===== src/rtl/ps2_pkg.sv =====
// Shared PS/2 definitions: transmitter state encodings, error codes, parity helper, command bytes.
package ps2_pkg;

    localparam logic [2:0] ST_IDLE      = 3'd0;
    localparam logic [2:0] ST_INHIBIT   = 3'd1;
    localparam logic [2:0] ST_RELEASE   = 3'd2;
    localparam logic [2:0] ST_SHIFT     = 3'd3;
    localparam logic [2:0] ST_PARITY    = 3'd4;
    localparam logic [2:0] ST_STOP      = 3'd5;
    localparam logic [2:0] ST_ACK       = 3'd6;
    localparam logic [2:0] ST_WAIT_IDLE = 3'd7;

    typedef enum logic [2:0] {
        PS2_TX_IDLE      = ST_IDLE,
        PS2_TX_INHIBIT   = ST_INHIBIT,
        PS2_TX_RELEASE   = ST_RELEASE,
        PS2_TX_SHIFT     = ST_SHIFT,
        PS2_TX_PARITY    = ST_PARITY,
        PS2_TX_STOP      = ST_STOP,
        PS2_TX_ACK       = ST_ACK,
        PS2_TX_WAIT_IDLE = ST_WAIT_IDLE
    } ps2_tx_state_t;

    localparam logic [1:0] PS2_ERR_OK      = 2'd0;
    localparam logic [1:0] PS2_ERR_NOACK   = 2'd1;
    localparam logic [1:0] PS2_ERR_TIMEOUT = 2'd2;

    localparam logic [7:0] PS2_CMD_SET_LEDS = 8'hED;
    localparam logic [7:0] PS2_CMD_RESET    = 8'hFF;

    function automatic logic ps2_odd_parity(input logic [7:0] d);
        return ~^d;
    endfunction

endpackage


===== src/rtl/ps2_line_filter.sv =====
// Two-flop synchroniser followed by a stability filter: the output follows the line only
// after the synchronised level has differed from it for FILTER_LEN consecutive cycles.
module ps2_line_filter #(
    parameter int unsigned FILTER_LEN = 8
) (
    input  logic clk_i,
    input  logic rst_n_i,
    input  logic line_i,
    output logic line_o
);

    localparam int unsigned CW = $clog2(FILTER_LEN + 1);

    logic          sync1_q;
    logic          sync2_q;
    logic          filt_q;
    logic [CW-1:0] cnt_q;

    always_ff @(posedge clk_i) begin
        if (!rst_n_i) begin
            sync1_q <= 1'b1;
            sync2_q <= 1'b1;
            filt_q  <= 1'b1;
            cnt_q   <= '0;
        end else begin
            sync1_q <= line_i;
            sync2_q <= sync1_q;
            if (sync2_q == filt_q) begin
                cnt_q <= '0;
            end else if (cnt_q == CW'(FILTER_LEN - 1)) begin
                filt_q <= sync2_q;
                cnt_q  <= '0;
            end else begin
                cnt_q <= cnt_q + 1'b1;
            end
        end
    end

    assign line_o = filt_q;

endmodule


===== src/rtl/ps2_host_tx.sv =====
// PS/2 host-to-device transmitter: inhibit, start bit, LSB-first byte, odd parity, stop, ack check.
// Optional macro PS2_HOST_TX_TIMEOUT_EN adds the start/frame timeout counters (err = TIMEOUT).
module ps2_host_tx
    import ps2_pkg::*;
#(
    parameter int unsigned INHIBIT_CYCLES = 5000,
    parameter int unsigned FILTER_LEN     = 8,
    parameter int unsigned START_TIMEOUT  = 750000,
    parameter int unsigned FRAME_TIMEOUT  = 100000
) (
    input  logic       CLOCK_50,
    input  logic       RESET_N,
    input  logic [7:0] tx_data,
    input  logic       tx_valid,
    output logic       tx_ready,
    input  logic       ps2_clk_in,
    input  logic       ps2_dat_in,
    output logic       ps2_clk_oe,
    output logic       ps2_dat_oe,
    output logic       busy,
    output logic       done,
    output logic [1:0] err
);

    ps2_tx_state_t state_q, state_d;
    logic [7:0]    data_q, data_d;
    logic          par_q, par_d;
    logic [3:0]    cnt_q, cnt_d;
    logic [31:0]   inh_q, inh_d;
    logic          clk_oe_q, clk_oe_d;
    logic          dat_oe_q, dat_oe_d;
    logic          busy_q, busy_d;
    logic          done_q, done_d;
    logic [1:0]    err_q, err_d;
    logic          clk_prev_q;
    logic          clk_f, dat_f, fall;

    ps2_line_filter #(.FILTER_LEN(FILTER_LEN)) u_clk_filt (
        .clk_i   (CLOCK_50),
        .rst_n_i (RESET_N),
        .line_i  (ps2_clk_in),
        .line_o  (clk_f)
    );

    ps2_line_filter #(.FILTER_LEN(FILTER_LEN)) u_dat_filt (
        .clk_i   (CLOCK_50),
        .rst_n_i (RESET_N),
        .line_i  (ps2_dat_in),
        .line_o  (dat_f)
    );

    assign fall = clk_prev_q & ~clk_f;

`ifdef PS2_HOST_TX_TIMEOUT_EN
    logic [31:0] tmo_q, tmo_d;
    logic [31:0] tmo_lim;
`else
    // Timeout limits have no effect in this build; referenced only to keep the interface.
    if (START_TIMEOUT == 0 || FRAME_TIMEOUT == 0) begin : g_tmo_unused
    end
`endif

    always_comb begin
        state_d  = state_q;
        data_d   = data_q;
        par_d    = par_q;
        cnt_d    = cnt_q;
        inh_d    = inh_q;
        clk_oe_d = clk_oe_q;
        dat_oe_d = dat_oe_q;
        busy_d   = busy_q;
        done_d   = 1'b0;
        err_d    = err_q;

        unique case (state_q)
            PS2_TX_IDLE: begin
                if (tx_valid) begin
                    data_d   = tx_data;
                    par_d    = ps2_odd_parity(tx_data);
                    cnt_d    = '0;
                    inh_d    = '0;
                    clk_oe_d = 1'b1;
                    dat_oe_d = 1'b0;
                    busy_d   = 1'b1;
                    state_d  = PS2_TX_INHIBIT;
                end
            end
            PS2_TX_INHIBIT: begin
                if (inh_q == INHIBIT_CYCLES - 1) begin
                    dat_oe_d = 1'b1;
                    state_d  = PS2_TX_RELEASE;
                end else begin
                    inh_d = inh_q + 32'd1;
                end
            end
            PS2_TX_RELEASE: begin
                clk_oe_d = 1'b0;
                if (fall) begin
                    dat_oe_d = ~data_q[0];
                    cnt_d    = cnt_q + 4'd1;
                    state_d  = PS2_TX_SHIFT;
                end
            end
            PS2_TX_SHIFT: begin
                // cnt_q holds the edges seen so far, which is also the next bit index.
                if (fall) begin
                    dat_oe_d = ~data_q[cnt_q[2:0]];
                    cnt_d    = cnt_q + 4'd1;
                    if (cnt_q == 4'd7) state_d = PS2_TX_PARITY;
                end
            end
            PS2_TX_PARITY: begin
                if (fall) begin
                    dat_oe_d = ~par_q;
                    cnt_d    = cnt_q + 4'd1;
                    state_d  = PS2_TX_STOP;
                end
            end
            PS2_TX_STOP: begin
                if (fall) begin
                    dat_oe_d = 1'b0;
                    cnt_d    = cnt_q + 4'd1;
                    state_d  = PS2_TX_ACK;
                end
            end
            PS2_TX_ACK: begin
                if (fall) begin
                    cnt_d   = cnt_q + 4'd1;
                    err_d   = dat_f ? PS2_ERR_NOACK : PS2_ERR_OK;
                    state_d = PS2_TX_WAIT_IDLE;
                end
            end
            PS2_TX_WAIT_IDLE: begin
                if (clk_f && dat_f) begin
                    done_d  = 1'b1;
                    busy_d  = 1'b0;
                    state_d = PS2_TX_IDLE;
                end
            end
            default: state_d = PS2_TX_IDLE;
        endcase

`ifdef PS2_HOST_TX_TIMEOUT_EN
        tmo_d   = tmo_q;
        tmo_lim = (state_q == PS2_TX_RELEASE) ? START_TIMEOUT : FRAME_TIMEOUT;
        if (!(state_q inside {PS2_TX_RELEASE, PS2_TX_SHIFT, PS2_TX_PARITY,
                              PS2_TX_STOP, PS2_TX_ACK})) begin
            tmo_d = '0;
        end else if (state_q == PS2_TX_RELEASE && fall) begin
            tmo_d = '0;
        end else if (tmo_q == tmo_lim) begin
            clk_oe_d = 1'b0;
            dat_oe_d = 1'b0;
            done_d   = 1'b1;
            busy_d   = 1'b0;
            err_d    = PS2_ERR_TIMEOUT;
            state_d  = PS2_TX_IDLE;
        end else begin
            tmo_d = tmo_q + 32'd1;
        end
`endif
    end

    always_ff @(posedge CLOCK_50) begin
        if (!RESET_N) begin
            state_q    <= PS2_TX_IDLE;
            data_q     <= '0;
            par_q      <= 1'b0;
            cnt_q      <= '0;
            inh_q      <= '0;
            clk_oe_q   <= 1'b0;
            dat_oe_q   <= 1'b0;
            busy_q     <= 1'b0;
            done_q     <= 1'b0;
            err_q      <= PS2_ERR_OK;
            clk_prev_q <= 1'b1;
`ifdef PS2_HOST_TX_TIMEOUT_EN
            tmo_q      <= '0;
`endif
        end else begin
            state_q    <= state_d;
            data_q     <= data_d;
            par_q      <= par_d;
            cnt_q      <= cnt_d;
            inh_q      <= inh_d;
            clk_oe_q   <= clk_oe_d;
            dat_oe_q   <= dat_oe_d;
            busy_q     <= busy_d;
            done_q     <= done_d;
            err_q      <= err_d;
            clk_prev_q <= clk_f;
`ifdef PS2_HOST_TX_TIMEOUT_EN
            tmo_q      <= tmo_d;
`endif
        end
    end

    assign tx_ready   = (state_q == PS2_TX_IDLE);
    assign ps2_clk_oe = clk_oe_q;
    assign ps2_dat_oe = dat_oe_q;
    assign busy       = busy_q;
    assign done       = done_q;
    assign err        = err_q;

endmodule


===== config.mk =====
export PLATFORM = sky130hd
export DESIGN_NAME = ps2_host_tx
export DESIGN_NICKNAME = d
export VERILOG_FILES = /design/src/rtl/ps2_pkg.sv /design/src/rtl/ps2_line_filter.sv /design/src/rtl/ps2_host_tx.sv
export SDC_FILE = /design/constraint.sdc
export NUM_CORES = 1
export LEC_CHECK = 0
export CORE_AREA = 4 4 103 105
export CTS_CLUSTER_SIZE = 30
export DETAILED_ROUTE_END_ITERATION = 7
export DIE_AREA = 0 0 107 109
export PLACE_DENSITY = 0.59
export SLEW_MARGIN = 20
export SYNTH_ARGS = -nofsm -noshare
export SYNTH_HDL_FRONTEND = slang
export SYNTH_SLANG_ARGS = --single-unit
export TNS_END_PERCENT = 30

===== constraint.sdc =====
create_clock -name CLOCK_50 -period 2.8 [get_ports CLOCK_50]
set_input_delay 0.84 -clock CLOCK_50 [delete_from_list [all_inputs] [get_ports CLOCK_50]]
set_output_delay 0.84 -clock CLOCK_50 [all_outputs]
set_load 0.02 [all_outputs]

==> summary.md <==
| Metric | Value |
|---|---|
| Outcome | `finished clean` |
| Routed WL | `7214 microns` |
| CTS tree | `built` |
| Layout cell share with drive strength beyond 1 | `0.1151` |
| Final hold violation count | `0` |
| CP endpoint kind | `flip-flop` |
| Fill cell count | `1022` |
| H-tree levels | `3` |
| Final HPWL DP | `4975 microns` |
| Slew headroom | `0.5286` |
| CTS Root Cell | `clkbuf_8` |
| Vias in the first global route | `2635` |
| Hold-fix buffers, CTS | `0` |
| Sequential area share after synthesis | `0.4061` |
| Mapped Nets | `412` |
| IO buf count | `18` |
| Initial Utilization | `0.3477` |
| Initial DRC count | `153` |
| Ports | `20` |
| Post-route minimum period | `2600 ps` |
| VDD IR max | `301.8 uV` |
| P&R area growth vs syn | `16.69%` |
| Hold slack | `415.3 ps` |
| Critical Path Start Type | `input pin` |
| Longest Clk Path Bufs | `2` |
| Initial antenna violation count | `0` |
| Final GP Congestion | `0.7837` |
| Max Slew Vio Count | `0` |
| Crit path max fanout | `26` |
| Multi-input gate area | `0.001839 sq mm` |
| DRC violations left | `0` |
| Ys async rst share | `0` |
| Mapped Cells | `395` |
| Worst EP arrival | `2860 ps` |
| Clock sinks | `68` |
| Hold Crit Class | `reg2reg` |
| First-pass GRT wire length | `12370 microns` |
| DIE AREA | `0.01166 sq mm` |
| Endpoints failing setup | `0` |
| Pwr Density | `690.1 mW/mm^2` |
| Via count | `2811` |
| Post-CTS setup buffers | `0` |
| Clk_lat worst skew | `330 ps` |
| Critical path class | `in2reg` |
| Row count | `36` |
| Die Y | `109 microns` |
| TritonCTS buffer count | `9` |
| Worst-margin pin slew | `701.8 ps` |
| Sequential cell area | `0.001361 sq mm` |
| Area after DPL | `0.003695 sq mm` |
| Period utilization | `0.9284` |
| First drt pass iteration count | `4` |
| Commonest non-fill, non-tap cell in the layout | `dfxtp_1` |
| Total grt overflow | `0` |
| Clk slew on worst S/H paths | `80 ps` |
| Synth Register Bits | `68` |
| Max-cap violation count | `0` |
| Antenna Cells | `0` |
| Syn. warnings | `0` |
| DRT antenna net count | `0` |
| Drt via density | `5.111` |
| Pin count of the biggest net entering global routing | `34` |
| Design area | `0.003911 sq mm` |
| Fin util | `0.4058` |
| Static Leak | `1.320 nW` |
| Avg WL per Cell | `13.12 microns` |
| F_max | `384.7 MHz` |
| Avg Cell Area, Syn | `8.486 sq um` |
| Die width | `107 microns` |
| Post-Syn Area | `0.003352 sq mm` |
| Final #Nets | `429` |
| Post-Route Skew | `11.33 ps` |
| RSZ-0062 raised after global routing | `false` |
| Most frequent cells in the layout | `dfxtp_1, nand2_1, a21oi_1, nor2_1, clkdlybuf4s50_1` |
| All-Layer GR Usage | `0.1316` |
| EDFF count, synth | `0` |
| Core area | `0.009639 sq mm` |
| CTS resizes | `0` |
| Worst path required time | `3060 ps` |
| Yosys cell types | `47` |
| Top FF cell, synth | `dfxtp_1` |
==> layer usage <==
metal | vias to the layer above | track usage | wire length [microns]
met5 | - | 0 | 0
met4 | 0 | 0.05753 | 104
met3 | 6 | 0.01717 | 172
met2 | 36 | 0.2100 | 3373
met1 | 1303 | 0.1791 | 3563
li1 | 1466 | - | -
==> synthesized netlist by cell type (2+ instances only) <==
master | number | area [sq um]
dfxtp_1 | 68 | 1361
nand2_1 | 56 | 210.2
a21oi_1 | 32 | 160.2
nor2_1 | 22 | 82.58
clkbuf_1 | 18 | 67.56
mux2i_1 | 17 | 170.2
nand3_1 | 16 | 80.08
or4_1 | 16 | 120.1
or2_2 | 14 | 87.58
inv_1 | 10 | 37.54
nand4_1 | 9 | 56.30
xor2_1 | 9 | 78.83
xnor2_1 | 8 | 70.07
and3_1 | 7 | 43.79
nor4_1 | 7 | 43.79
o211ai_1 | 7 | 52.55
o31ai_1 | 7 | 52.55
nand2b_1 | 6 | 37.54
o21ai_0 | 6 | 30.03
or3_1 | 6 | 37.54
a2111oi_0 | 5 | 43.79
nor3_1 | 5 | 25.02
buf_2 | 4 | 20.02
ha_1 | 4 | 50.05
nor4b_1 | 4 | 35.03
nand3b_1 | 3 | 22.52
a2111o_1 | 2 | 22.52
a211oi_1 | 2 | 15.01
and4_1 | 2 | 17.52
buf_6 | 2 | 22.52
mux4_2 | 2 | 45.04
nor3_2 | 2 | 20.02
nor3b_1 | 2 | 15.01
o2111ai_1 | 2 | 17.52
==> worst max-delay path: stages <==
cell and delay, ps:
clkdlybuf4s50_1 550, or4b_4 480, buf_4 240, a2111oi_0 510
mux2i_1 230
==> registers in the layout (all words and copies together) (netlist names), 3 cells and up <==
name	count
cnt_q	4
data_q	8
u_dat_filt.cnt_q	4
inh_q	32
u_clk_filt.cnt_q	4
state_q	3
==> power by group <==
part	leakage, nW	internal [mW]	switching, mW	total, mW
Combinational	0.666	0.295	0.426	0.721
Clock	0.102	0.502	0.384	0.886
Sequential	0.551	1.03	0.0594	1.09
Total	1.32	1.83	0.869	2.70
==> cell families after synthesis <==
kind of cell,Yosys count,share of synthesized area
adder cells (fa/ha/maj),4,0.01493
flip-flops,68,0.4061
buffers and inverters,35,0.04629
AND/OR/NAND/NOR,182,0.2915
AO/OA/AOI/OAI,69,0.1314
XOR/XNOR,17,0.04442
other,1,0.001119
multiplexers,19,0.06420
==> cell type report <==
class | instances | area share
Multi-Input combinational cell | 292 | 0.4702
Sequential cell | 68 | 0.3480
Timing Repair Buffer | 31 | 0.07422
Tap cell | 133 | 0.04255
Clock buffer | 10 | 0.03263
Clock inverter | 6 | 0.02271
Inverter | 10 | 0.009597
==> per-stage QoR <==
step / worst slack (ps) / setup TNS [ps] / std cells / total power [mW]
after global routing: 73.45 / 0 / 550 / 2.873
after floorplan: 490.6 / 0 / 395 / 1.628
after global placement: -93.82 / -861.6 / 534 / 1.832
final: 200.4 / 0 / 550 / 2.699
after detailed placement: -145.4 / -1339 / 534 / 1.837
after CTS: 179.5 / 0 / 550 / 2.730
==> path summary, 6_finish.rpt <==
| kind | start | end | slack (ps) | cells after the start |
|---|---|---|---|---|
| min | u_clk_filt.sync1_q | u_clk_filt.sync2_q | 420 | 1 |
| max | tx_valid | inh_q[14] | 200 | 5 |
| max reg2reg | inh_q[12] | inh_q[30] | 560 | 5 |
| min reg2reg | u_clk_filt.sync1_q | u_clk_filt.sync2_q | 420 | 1 |
No activity file was read; power rests on OpenSTA's default activity.
